$ cat src/rtl/if_id_pipe_stage.sv
// rtl/if_id_pipe_stage.sv - IF->ID pipeline register with valid/ready handshake and 2-entry skid buffer
//
// Purpose:
//   Holds the fetched instr/PC pair for decode. There are two entries, main and skid.
//   The stage supports back-pressure, flush (branch redirect) and NOP presentation
//   while no valid entry is held. Ordering is strict FIFO.
//   Optional build macro IF_ID_STALL_CNT_EN adds a saturating back-pressure counter.
//
// Ports:
//   clk        in   1   clock, all state updates on posedge
//   rst        in   1   synchronous active-high reset
//   in_valid   in   1   fetch presents a valid instr/PC
//   in_ready   out  1   stage can accept (registered: no skid entry held)
//   in_instr   in   IW  fetched instruction
//   in_pc      in   AW  PC of in_instr
//   flush      in   1   discard all held entries
//   out_valid  out  1   main entry valid for decode
//   out_ready  in   1   decode consumes main entry this cycle
//   out_instr  out  IW  main instr when valid, else NOP_INSTR
//   out_pc     out  AW  main PC (held value when invalid)
//   stall_cnt  out  CW  [IF_ID_STALL_CNT_EN] saturating back-pressure cycle count

module if_id_pipe_stage #(
  parameter int unsigned    IW        = 32,
  parameter int unsigned    AW        = 64,
  parameter logic [IW-1:0]  NOP_INSTR = 32'hD503201F,
  parameter int unsigned    CW        = 16
) (
  input  logic          clk,
  input  logic          rst,
  input  logic          in_valid,
  output logic          in_ready,
  input  logic [IW-1:0] in_instr,
  input  logic [AW-1:0] in_pc,
  input  logic          flush,
  output logic          out_valid,
  input  logic          out_ready,
  output logic [IW-1:0] out_instr,
  output logic [AW-1:0] out_pc
`ifdef IF_ID_STALL_CNT_EN
  ,
  output logic [CW-1:0] stall_cnt
`endif
);

  // Encoding is {skid_valid, main_valid}; 2'b10 is unreachable.
  typedef enum logic [1:0] {
    ST_EMPTY = 2'b00,
    ST_FULL  = 2'b01,
    ST_SKID  = 2'b11
  } state_e;

  state_e        state_q, state_d;
  logic [IW-1:0] main_instr_q, main_instr_d;
  logic [AW-1:0] main_pc_q, main_pc_d;
  logic [IW-1:0] skid_instr_q, skid_instr_d;
  logic [AW-1:0] skid_pc_q, skid_pc_d;

  logic main_valid;
  logic skid_valid;
  logic acc;
  logic drn;

  assign main_valid = state_q[0];
  assign skid_valid = state_q[1];

  // in_ready comes only from registered state, so there is no combinational path
  // from out_ready back to fetch.
  assign in_ready  = !skid_valid;
  assign out_valid = main_valid;
  assign out_instr = main_valid ? main_instr_q : NOP_INSTR;
  assign out_pc    = main_pc_q;

  assign acc = in_valid & in_ready;
  assign drn = main_valid & out_ready;

  always_comb begin
    state_d      = state_q;
    main_instr_d = main_instr_q;
    main_pc_d    = main_pc_q;
    skid_instr_d = skid_instr_q;
    skid_pc_d    = skid_pc_q;

    if (flush) begin
      // A flush drops everything, including a word offered in the same cycle.
      // The data registers keep their old contents.
      state_d = ST_EMPTY;
    end else begin
      unique case (state_q)
        ST_EMPTY: begin
          if (acc) begin
            state_d      = ST_FULL;
            main_instr_d = in_instr;
            main_pc_d    = in_pc;
          end
        end
        ST_FULL: begin
          if (acc && drn) begin
            main_instr_d = in_instr;
            main_pc_d    = in_pc;
          end else if (acc) begin
            // Decode is stalled, so the new word parks behind main.
            state_d      = ST_SKID;
            skid_instr_d = in_instr;
            skid_pc_d    = in_pc;
          end else if (drn) begin
            state_d = ST_EMPTY;
          end
        end
        ST_SKID: begin
          // in_ready is low here, so only a drain can happen.
          if (drn) begin
            state_d      = ST_FULL;
            main_instr_d = skid_instr_q;
            main_pc_d    = skid_pc_q;
          end
        end
        default: state_d = ST_EMPTY;
      endcase
    end
  end

  always_ff @(posedge clk) begin
    if (rst) begin
      state_q      <= ST_EMPTY;
      main_instr_q <= '0;
      main_pc_q    <= '0;
      skid_instr_q <= '0;
      skid_pc_q    <= '0;
    end else begin
      state_q      <= state_d;
      main_instr_q <= main_instr_d;
      main_pc_q    <= main_pc_d;
      skid_instr_q <= skid_instr_d;
      skid_pc_q    <= skid_pc_d;
    end
  end

`ifdef IF_ID_STALL_CNT_EN
  logic [CW-1:0] stall_cnt_q, stall_cnt_d;

  always_comb begin
    stall_cnt_d = stall_cnt_q;
    if (main_valid && !out_ready && !flush && (stall_cnt_q != {CW{1'b1}})) begin
      stall_cnt_d = stall_cnt_q + CW'(1);
    end
  end

  always_ff @(posedge clk) begin
    if (rst) begin
      stall_cnt_q <= '0;
    end else begin
      stall_cnt_q <= stall_cnt_d;
    end
  end

  assign stall_cnt = stall_cnt_q;
`endif

endmodule

$ cat config.mk
export PLATFORM = sky130hd
export DESIGN_NAME = if_id_pipe_stage
export DESIGN_NICKNAME = d
export VERILOG_FILES = /design/src/rtl/if_id_pipe_stage.sv
export SDC_FILE = /design/constraint.sdc
export NUM_CORES = 1
export LEC_CHECK = 0
export ABC_CLOCK_PERIOD_IN_PS = 3570
export CAP_MARGIN = 10
export CORE_ASPECT_RATIO = 1.4
export CORE_MARGIN = 2
export CORE_UTILIZATION = 40
export DETAILED_ROUTE_END_ITERATION = 12
export GPL_ROUTABILITY_DRIVEN = 1
export GPL_TIMING_DRIVEN = 0
export PLACE_DENSITY_LB_ADDON = 0.25
export SLEW_MARGIN = 20
export SYNTH_ARGS = -nofsm -noshare
export SYNTH_HDL_FRONTEND = slang
export SYNTH_SLANG_ARGS = --single-unit
$ cat constraint.sdc
create_clock -name clk -period 3.57 [get_ports clk]
set_input_delay 0.5355 -clock clk [delete_from_list [all_inputs] [get_ports clk]]
set_output_delay 0.5355 -clock clk [all_outputs]
set_load 0.01 [all_outputs]
### Word level (Yosys, flattened, before mapping)

Cells that the tools add are included.

| cells by class | value |
|---|---|
| muxes and demuxes | 15 |
| bitwise logic cells | 4 |
| reductions and logical operators | 8 |
| eq/ne operators | 7 |

Operators with widths:

| cell | count |
|---|---|
| $mux 64 | 3 |
| $pmux 64 s3 | 1 |
| $mux 32 | 4 |
| $pmux 32 s3 | 1 |
| $mux 2 | 5 |
| $ne 2x2->1 const B | 4 |
| $reduce_and 4->1 | 2 |
| $pmux 2 s3 | 1 |
| $reduce_and 5->1 | 1 |
| $ne 3x3->1 const B | 1 |
| $reduce_bool 3->1 | 1 |
| $and 1x1->1 | 2 |
| $eq 2x1->1 const B | 1 |
| $eq 2x2->1 const B | 1 |
| $logic_not 2->1 | 1 |
| $not 1->1 | 2 |
| $reduce_or 2->1 | 1 |
| $logic_and 1x1->1 | 1 |
| $logic_not 1->1 | 1 |

| word-level totals | value |
|---|---|
| output and inout bits | 98 |
| word-level logic and storage cells | 39 |
| input port bits | 101 |
| register bits | 194 |

### Depth between registers and ports, before layout

Gate-level depths: netlist (run 1).

| depth | value |
|---|---|
| depth after elaboration | 5 |
| depth in mapped cells | 10 |

### Least setup slack after synthesis (run 1)

Ideal clock, no wire load.

| timing | value |
|---|---|
| path kind | register to register |
| start | register state_q[0] |
| end | register main_pc_q[29] (netlist: out_pc[29]) |
| data arrival time | 2.155 ns |
| required time | 3.433 ns |
| path buffers | 4 |
| library setup time | 0.137 ns |
| cell stages (with the launch flop) | 11 |
| path slack | 1.278 ns |
| path through | dfxtp_1 > clkbuf_1 > inv_1 > ha_1 > or2_1 > a221oi_4 > and2_1 > buf_2 > buf_6 > buf_4 > a211oi_1 |

| between the ends | value |
|---|---|
| longest elaborated chain between the ends | 4 |
| elaborated cells between the ends (all ways) | 11 |

Ends and longest elaborated chain:

| item | RTL line | RTL |
|---|---|---|
| start, declared | 53 | `state_e state_q, state_d;` |
| start signal, assigned | 131 | `state_q <= state_d;` |
| $and 1x1->1 | 75 | `assign drn = main_valid & out_ready;` |
| $logic_and 1x1->1 | 98 | `if (acc && drn) begin` |
| $ne 2x2->1 (no line) | -- |  |
| $reduce_and 5->1 (no line) | -- |  |
| end signal, assigned | 133 | `main_pc_q <= main_pc_d;` |
| end, declared | 55 | `logic [AW-1:0] main_pc_q, main_pc_d;` |

Parallel ways exist; a longest one is shown, timed or not.
A chain may end at the register's enable or synchronous reset.

### Worst setup path in the final report (run 1)

| timing | value |
|---|---|
| start | register state_q[0] |
| end | register main_pc_q[38] (netlist: out_pc[38]) |

Same word-level chain as after synthesis.

==> results of run 1 <==
==> stage by stage <==
stage | area [um^2] | hold WS, ps
6_report | 11000 | 454
5_1_grt | 11000 | 471
4_1_cts | 11000 | 455
3_5_place_dp | 10400 | 446
3_3_place_gp | 10400 | 441
2_1_floorplan | 8110 | 436
==> metal layers <==
metal  share of wire (%)  track usage [%]
met5                   0                0
met2                  51             36.4
met3                 4.2             4.24
met4                 2.4             8.60
met1                  42             24.8
==> sequential cells by signal, summed over array words and instances, names as in the netlist <==
signal and count:
main_instr_q 32, out_pc 64, skid_instr_q 32, skid_pc_q 64, state_q 2
==> cell type report <==
class	count	area share, %
diodes	1	0.0228
plain buffers	88	3.85
clock buffers	20	4.07
clock inverters	12	1.15
inverters	2	0.0684
multi-input cells	633	34.6
flip-flops and latches	194	35.4
well taps	252	2.87
repair buffers	197	18.0
==> final timing paths <==
check	from	endpoint	slack, ps	cells after the start
max reg2reg	state_q[0]	out_pc[38]	420	10
max	state_q[0]	out_pc[38]	420	10
min reg2reg	skid_pc_q[0]	skid_pc_q[0]	450	2
min	skid_pc_q[0]	skid_pc_q[0]	450	2
==> placed cells by master (no fill, tap or decap), drive strengths merged, types with 6 or more instances in the layout <==
master | Yosys | layout
buf | 43 | 43
clkinv | 0 | 6
clkbuf | 45 | 65
and2 | 20 | 20
nand2b | 14 | 14
a21oi | 194 | 194
dfxtp | 194 | 194
clkdlybuf4s50 | 0 | 197
nand2 | 196 | 196
a211oi | 96 | 96
mux2i | 98 | 98
==> cell families after synthesis <==
group,after synthesis
AOI/OAI and AO/OA,293
and+or+nand+nor,236
DFF,194
muxes,98
buffers and inverters,90
adders and majority gates,5
xor gates and xnor gates,1
==> synthesized netlist by cell type <==
| master | instances |
|---|---|
| sky130_fd_sc_hd__or3b_2 | 1 |
| sky130_fd_sc_hd__nor3b_2 | 1 |
| sky130_fd_sc_hd__xnor2_1 | 1 |
| sky130_fd_sc_hd__a211oi_1 | 94 |
| sky130_fd_sc_hd__nand3b_1 | 1 |
| sky130_fd_sc_hd__nand2_2 | 1 |
| sky130_fd_sc_hd__and2_1 | 20 |
| sky130_fd_sc_hd__buf_6 | 5 |
| sky130_fd_sc_hd__nand2b_1 | 14 |
| sky130_fd_sc_hd__a21oi_1 | 194 |
| sky130_fd_sc_hd__or4_1 | 1 |
| sky130_fd_sc_hd__clkbuf_1 | 45 |
| sky130_fd_sc_hd__or2_1 | 1 |
| sky130_fd_sc_hd__nor2_1 | 1 |
| sky130_fd_sc_hd__dfxtp_1 | 194 |
| sky130_fd_sc_hd__nand2_1 | 195 |
| sky130_fd_sc_hd__a211oi_2 | 2 |
| sky130_fd_sc_hd__ha_1 | 5 |
| sky130_fd_sc_hd__a22o_1 | 1 |
| sky130_fd_sc_hd__mux2i_1 | 98 |
| sky130_fd_sc_hd__buf_4 | 5 |
| sky130_fd_sc_hd__a221oi_4 | 1 |
| sky130_fd_sc_hd__o21ai_2 | 1 |
| sky130_fd_sc_hd__inv_1 | 2 |
| sky130_fd_sc_hd__buf_1 | 4 |
| sky130_fd_sc_hd__buf_2 | 29 |
==> power breakdown <==
part	internal [mW]	switching, mW	total, mW
registers	2.28	0.0628	2.35
logic	0.395	0.377	0.773
clock network	0.997	0.858	1.85
==> worst register-to-register path, delay by kind of cell, from the launching register on <==
family	cells	cell delay (ps)
flip-flops	1	650
AND/OR/NAND/NOR	2	440
buffers and inverters	5	1170
AO/OA/AOI/OAI	2	530
adder cells (fa/ha/maj)	1	220
==> impl_metrics.sql, run 1 <==
INSERT INTO impl_metrics (metric_group, metric, value, unit) VALUES
('floorplan', 'placement_rows', '61', ''),
('synth', 'synthDominantCellAreaShare', '47.9', '%'),
('timing', 'fin_crit', '3150', 'ps'),
('setup_path', 'worst-endpoint-required', '3850', 'ps'),
('floorplan', 'pin_count', '199', ''),
('pwr', 'fin_total_pwr', '4.97', 'mW'),
('clock_tree', 'cts-buffers-inserted', '17', ''),
('setup_path', 'critPathTopFamily', 'buffers and inverters', ''),
('timing', 'finalSetupTns', '0', 'ps'),
('timing', 'hold_viol_final', '0', ''),
('place', 'place_inst', '1366', ''),
('final_layout', 'n_fill_cell', '1866', ''),
('setup_path', 'worst_path_largest_cell_delay', '650', 'ps'),
('place', 'pre_cts_slack', '342', 'ps'),
('synth', 'synth_xor_area_share', '0.108', '%'),
('setup_path', 'worstSetupPathType', 'flop to flop', ''),
('synth', 'mean_instance_size_in_the_synthesized_netlist', '8.84', 'um^2'),
('setup_path', 'crit_chain', 'clkbuf_1 -> inv_1 -> ha_1 -> or2_1 -> a221oi_4 -> and2_1 -> buf_2 -> buf_6 -> buf_4 -> a211oi_1', ''),
('clock_tree', 'cts_buffer_depth', '2', ''),
('synth', 'synth_nets', '1023', ''),
('timing', 'fmaxAchievable', '317', 'MHz'),
('grt', 'groute.usage.overall', '20.8', '%'),
('synth', 'main_area_contributors_after_synthesis', 'sky130_fd_sc_hd__dfxtp_1 48%, sky130_fd_sc_hd__mux2i_1 12%, sky130_fd_sc_hd__a21oi_1 12%, sky130_fd_sc_hd__nand2_1 9.0%, sky130_fd_sc_hd__a211oi_1 8.7%', ''),
('timing', 'finalCritPeriodShare', '88.3', '%'),
('detailed_routing', 'drt-initial-drc-count', '351', ''),
('clock_tree', 'post_cts_resize_count', '0', ''),
('detailed_routing', 'route.detailed.drc', '0', ''),
('run', 'maxCapViolations', '0', ''),
('final_layout', 'design.final.nets', '1239', ''),
('setup_path', 'worstPathArrival', '3440', 'ps'),
('grt', 'antenna_found_initial', '1', ''),
('pwr', 'vdd.ir_drop.worst', '0.304', 'mV'),
('setup_path', 'critical_path_peak_fanout', '11', ''),
('clock_tree', 'clock-sinks', '194', ''),
('synth', 'syn-cell-area', '0.00811', 'mm^2'),
('synth', 'synth_mux_area_share', '12.1', '%'),
('synth', 'yosys_warnings', '0', ''),
('floorplan', 'full_die_area', '0.0214', 'mm^2'),
('outcome', 'run_status', 'complete, no violations', ''),
('synth', 'yosysUniqueCellTypes', '26', ''),
('detailed_routing', 'via_per_inst', '5.14', ''),
('detailed_routing', 'drtAntennaViolNets', '0', ''),
('final_layout', 'combined_area_of_the_multi_input_logic_cells', '0.00379', 'mm^2'),
('place', 'number_of_buffer_cells_added_on_primary_ports', '197', ''),
('timing', 'slew_viol_final', '0', ''),
('place', 'dpl.hpwl', '16400', 'um'),
('detailed_routing', 'drtPass1Iterations', '4', ''),
('detailed_routing', 'drt-total-wl', '22700', 'um'),
('clock_tree', 'htreeDepth', '4', ''),
('clock_tree', 'tritoncts', 'built', ''),
('clock_tree', 'clock_latency', '430', 'ps'),
('floorplan', 'die_width', '124', 'um'),
('pwr', 'power_per_cell_area', '453', 'mW/mm^2'),
('timing', 'final_critical_path_setup_slack', '418', 'ps'),
('final_layout', 'layout.area.seq', '0.00388', 'mm^2'),
('setup_path', 'crit_path_end_kind', 'flop', ''),
('floorplan', 'core', '0.0198', 'mm^2'),
('floorplan', 'initial_util', '40.9', '%'),
('synth', 'synth-compound-area-share', '21.5', '%'),
('final_layout', 'layout-drive-gt1-share', '6.63', '%'),
('timing', 'relSlewSlack', '46.2', '%'),
('synth', 'synth_sequential_area_ratio', '47.9', '%'),
('synth', 'synth_seq_cells', '194', ''),
('final_layout', 'final_core_utilization', '55.3', '%'),
('setup_path', 'worstSetupStartpointType', 'flop', ''),
('grt', 'grt_pass1_wl', '35500', 'um'),
('detailed_routing', 'avgRoutedWirePerCell', '16.2', 'um'),
('final_layout', 'layout.cells.non_filler', '1399', ''),
('setup_path', 'crit_path_top_delay_cell', 'sky130_fd_sc_hd__dfxtp_1', ''),
('clock_tree', 'clk_root_buffer_cell', 'sky130_fd_sc_hd__clkbuf_16', ''),
('grt', 'largest_net_degree_at_the_start_of_global_routing', '18', '');
Note: power is estimated with default switching activity, not from simulation.
==> run 2: changes to the inputs <==
--- a/config.mk
+++ b/config.mk
@@ -13,7 +13,7 @@
 export DETAILED_ROUTE_END_ITERATION = 12
 export GPL_ROUTABILITY_DRIVEN = 1
 export GPL_TIMING_DRIVEN = 0
-export PLACE_DENSITY_LB_ADDON = 0.25
+export PLACE_DENSITY = 0.74
 export SLEW_MARGIN = 20
 export SYNTH_ARGS = -nofsm -noshare
 export SYNTH_HDL_FRONTEND = slang
==> impl_metrics.sql, run 2 (synthesis gave the netlist of run 1 again) <==
INSERT INTO impl_metrics (metric_group, metric, value, unit) VALUES
('outcome', 'run_status', 'complete, no violations', ''),
('grt', 'grt_remaining_overflow', '0', ''),
('detailed_routing', 'drtPass1Iterations', '5', ''),
('place', 'globalplace.congestion', '0.789', ''),
('timing', 'grt_setup_unrepaired', 'false', ''),
('detailed_routing', 'avgRoutedWirePerCell', '16.4', 'um'),
('setup_path', 'worstPathArrival', '3400', 'ps'),
('setup_path', 'worst-endpoint-required', '3860', 'ps'),
('setup_path', 'critical_path_peak_fanout', '11', ''),
('timing', 'transition_time_at_the_pin_with_the_least_slew_margin', '778', 'ps'),
('clock_tree', 'hold_buffers', '0', ''),
('clock_tree', 'clock-sinks', '194', ''),
('floorplan', 'initial_util', '40.9', '%'),
('clock_tree', 'clk_root_buffer_cell', 'sky130_fd_sc_hd__clkbuf_16', ''),
('pwr', 'fin_total_pwr', '5.06', 'mW'),
('place', 'pre_cts_slack', '390', 'ps'),
('floorplan', 'full_die_area', '0.0214', 'mm^2'),
('clock_tree', 'tritoncts', 'built', ''),
('final_layout', 'design.final.nets', '1239', ''),
('timing', 'fmaxAchievable', '321', 'MHz'),
('grt', 'grt_pass1_wl', '35700', 'um'),
('setup_path', 'crit_chain', 'clkbuf_1 -> inv_1 -> ha_1 -> or2_1 -> a221oi_4 -> and2_1 -> buf_2 -> buf_6 -> buf_4 -> a211oi_1', ''),
('clock_tree', 'cts_buffer_depth', '2', ''),
('pwr', 'static-leakage-power', '3.58', 'nW'),
('pwr', 'power_per_cell_area', '460', 'mW/mm^2'),
('pwr', 'vdd.ir_drop.worst', '0.314', 'mV'),
('grt', 'largest_net_degree_at_the_start_of_global_routing', '18', ''),
('timing', 'hold_slack', '453', 'ps'),
('timing', 'relSlewSlack', '48.1', '%'),
('setup_path', 'crit_path_top_delay_cell', 'sky130_fd_sc_hd__dfxtp_1', ''),
('detailed_routing', 'route.detailed.drc', '0', ''),
('floorplan', 'die_width', '124', 'um'),
('setup_path', 'worst_path_largest_cell_delay', '650', 'ps'),
('floorplan', 'placement_rows', '61', ''),
('grt', 'groute.usage.overall', '20.8', '%'),
('floorplan', 'core', '0.0198', 'mm^2'),
('final_layout', 'layout.cells.most_common_list', '197 x sky130_fd_sc_hd__clkdlybuf4s50_1, 195 x sky130_fd_sc_hd__nand2_1, 194 x sky130_fd_sc_hd__a21oi_1, 194 x sky130_fd_sc_hd__dfxtp_1, 98 x sky130_fd_sc_hd__mux2i_1', ''),
('final_layout', 'final_core_utilization', '55.4', '%'),
('clock_tree', 'post-cts-setup-buffer-count', '0', ''),
('timing', 'slew_viol_final', '0', ''),
('detailed_routing', 'via_per_inst', '5.20', ''),
('detailed_routing', 'drtAntennaViolNets', '0', ''),
('timing', 'hold_viol_final', '0', ''),
('timing', 'timing.clock.skew', '14.4', 'ps'),
('setup_path', 'crit_path_end_kind', 'flop', ''),
('grt', 'antenna_found_initial', '0', ''),
('timing', 'final_critical_path_setup_slack', '453', 'ps'),
('setup_path', 'worstSetupStartpointType', 'flop', ''),
('place', 'placedInstanceArea', '0.0104', 'mm^2'),
('detailed_routing', 'dr_total_vias', '7266', ''),
('timing', 'finalCritPeriodShare', '87.3', '%'),
('grt', 'first_global_vias', '6807', ''),
('hold_path', 'hp-class', 'flop to flop', ''),
('timing', 'finalSetupTns', '0', 'ps'),
('clock_tree', 'htreeDepth', '4', ''),
('timing', 'fin_crit', '3120', 'ps'),
('final_layout', 'synthesis_to_layout_area_growth', '35.6', '%'),
('place', 'dpl.hpwl', '16700', 'um'),
('run', 'maxCapViolations', '0', ''),
('setup_path', 'worstSetupPathType', 'flop to flop', ''),
('clock_tree', 'clock_latency', '430', 'ps'),
('place', 'place_inst', '1366', ''),
('final_layout', 'final_design_area_no_fill', '0.0110', 'mm^2'),
('floorplan', 'fp.dieH', '172', 'um'),
('detailed_routing', 'drt-total-wl', '22900', 'um'),
('final_layout', 'layout.cells.non_filler', '1398', ''),
('place', 'number_of_buffer_cells_added_on_primary_ports', '197', ''),
('detailed_routing', 'drt-initial-drc-count', '411', ''),
('final_layout', 'layout-drive-gt1-share', '6.81', '%'),
('floorplan', 'pin_count', '199', ''),
('clock_tree', 'post_cts_resize_count', '0', ''),
('clock_tree', 'cts-buffers-inserted', '17', ''),
('final_layout', 'antenna_cells_inserted', '0', ''),
('clock_tree', 'path_clk_slew', '70', 'ps'),
('timing', 'finalSetupViolations', '0', ''),
('final_layout', 'most_frequent_standard_cell_in_the_layout_excluding_fill_and_tap_cells', 'sky130_fd_sc_hd__clkdlybuf4s50_1', '');
run 2: cell count changes in the layout (fill, tap and decap cells not counted):
cell,delta
sky130_fd_sc_hd__clkinv_2,+2
sky130_fd_sc_hd__inv_6,+3
sky130_fd_sc_hd__bufinv_16,+1
sky130_fd_sc_hd__clkbuf_8,+1
sky130_fd_sc_hd__clkinvlp_4,+1
sky130_fd_sc_hd__clkinv_4,-6
sky130_fd_sc_hd__clkbuf_1,-2
sky130_fd_sc_hd__diode_2,-1
run 2: worst paths after layout:
path / endpoint / depth (start not counted) / startpoint / slack, ps
min: skid_instr_q[21] / 2 / skid_instr_q[21] / 450
min reg2reg: skid_instr_q[21] / 2 / skid_instr_q[21] / 450
max reg2reg: out_pc[61] / 10 / state_q[0] / 450
max: out_pc[61] / 10 / state_q[0] / 450
run 2: metal layers:
| metal | vias to the layer above | global-route usage, % | part of all wire, % |
|---|---|---|---|
| li1 | 3636 | - | - |
| met1 | 3411 | 24.8 | 42 |
| met2 | 178 | 36.8 | 51 |
| met3 | 41 | 4.39 | 4.6 |
| met4 | 0 | 7.96 | 3.0 |
| met5 | - | 0 | 0 |
run 2: area by class of cell:
cell class / count / area (um^2)
clock inverters: 13 / 148
inverters: 2 / 7.51
clock buffers: 19 / 453
flip-flops and latches: 194 / 3880
well taps: 252 / 315
fillers: 1865 / 8850
multi-input cells: 633 / 3790
repair buffers: 197 / 1970
plain buffers: 88 / 423
run 2: critical path, delay by kind of cell, from the launching register on:
kind	cells	cell delay [ps]
flops	1	650
buf+inv	5	1150
fa+ha+maj	1	220
simple gates	2	440
compound gates	2	520
run 2: power by group:
group	leakage [nW]	total [mW]	switching [mW]	internal, mW
Clock	0.289	1.94	0.856	1.08
Sequential	1.58	2.35	0.0648	2.28
Combinational	1.71	0.774	0.379	0.396
Total	3.58	5.06	1.30	3.76
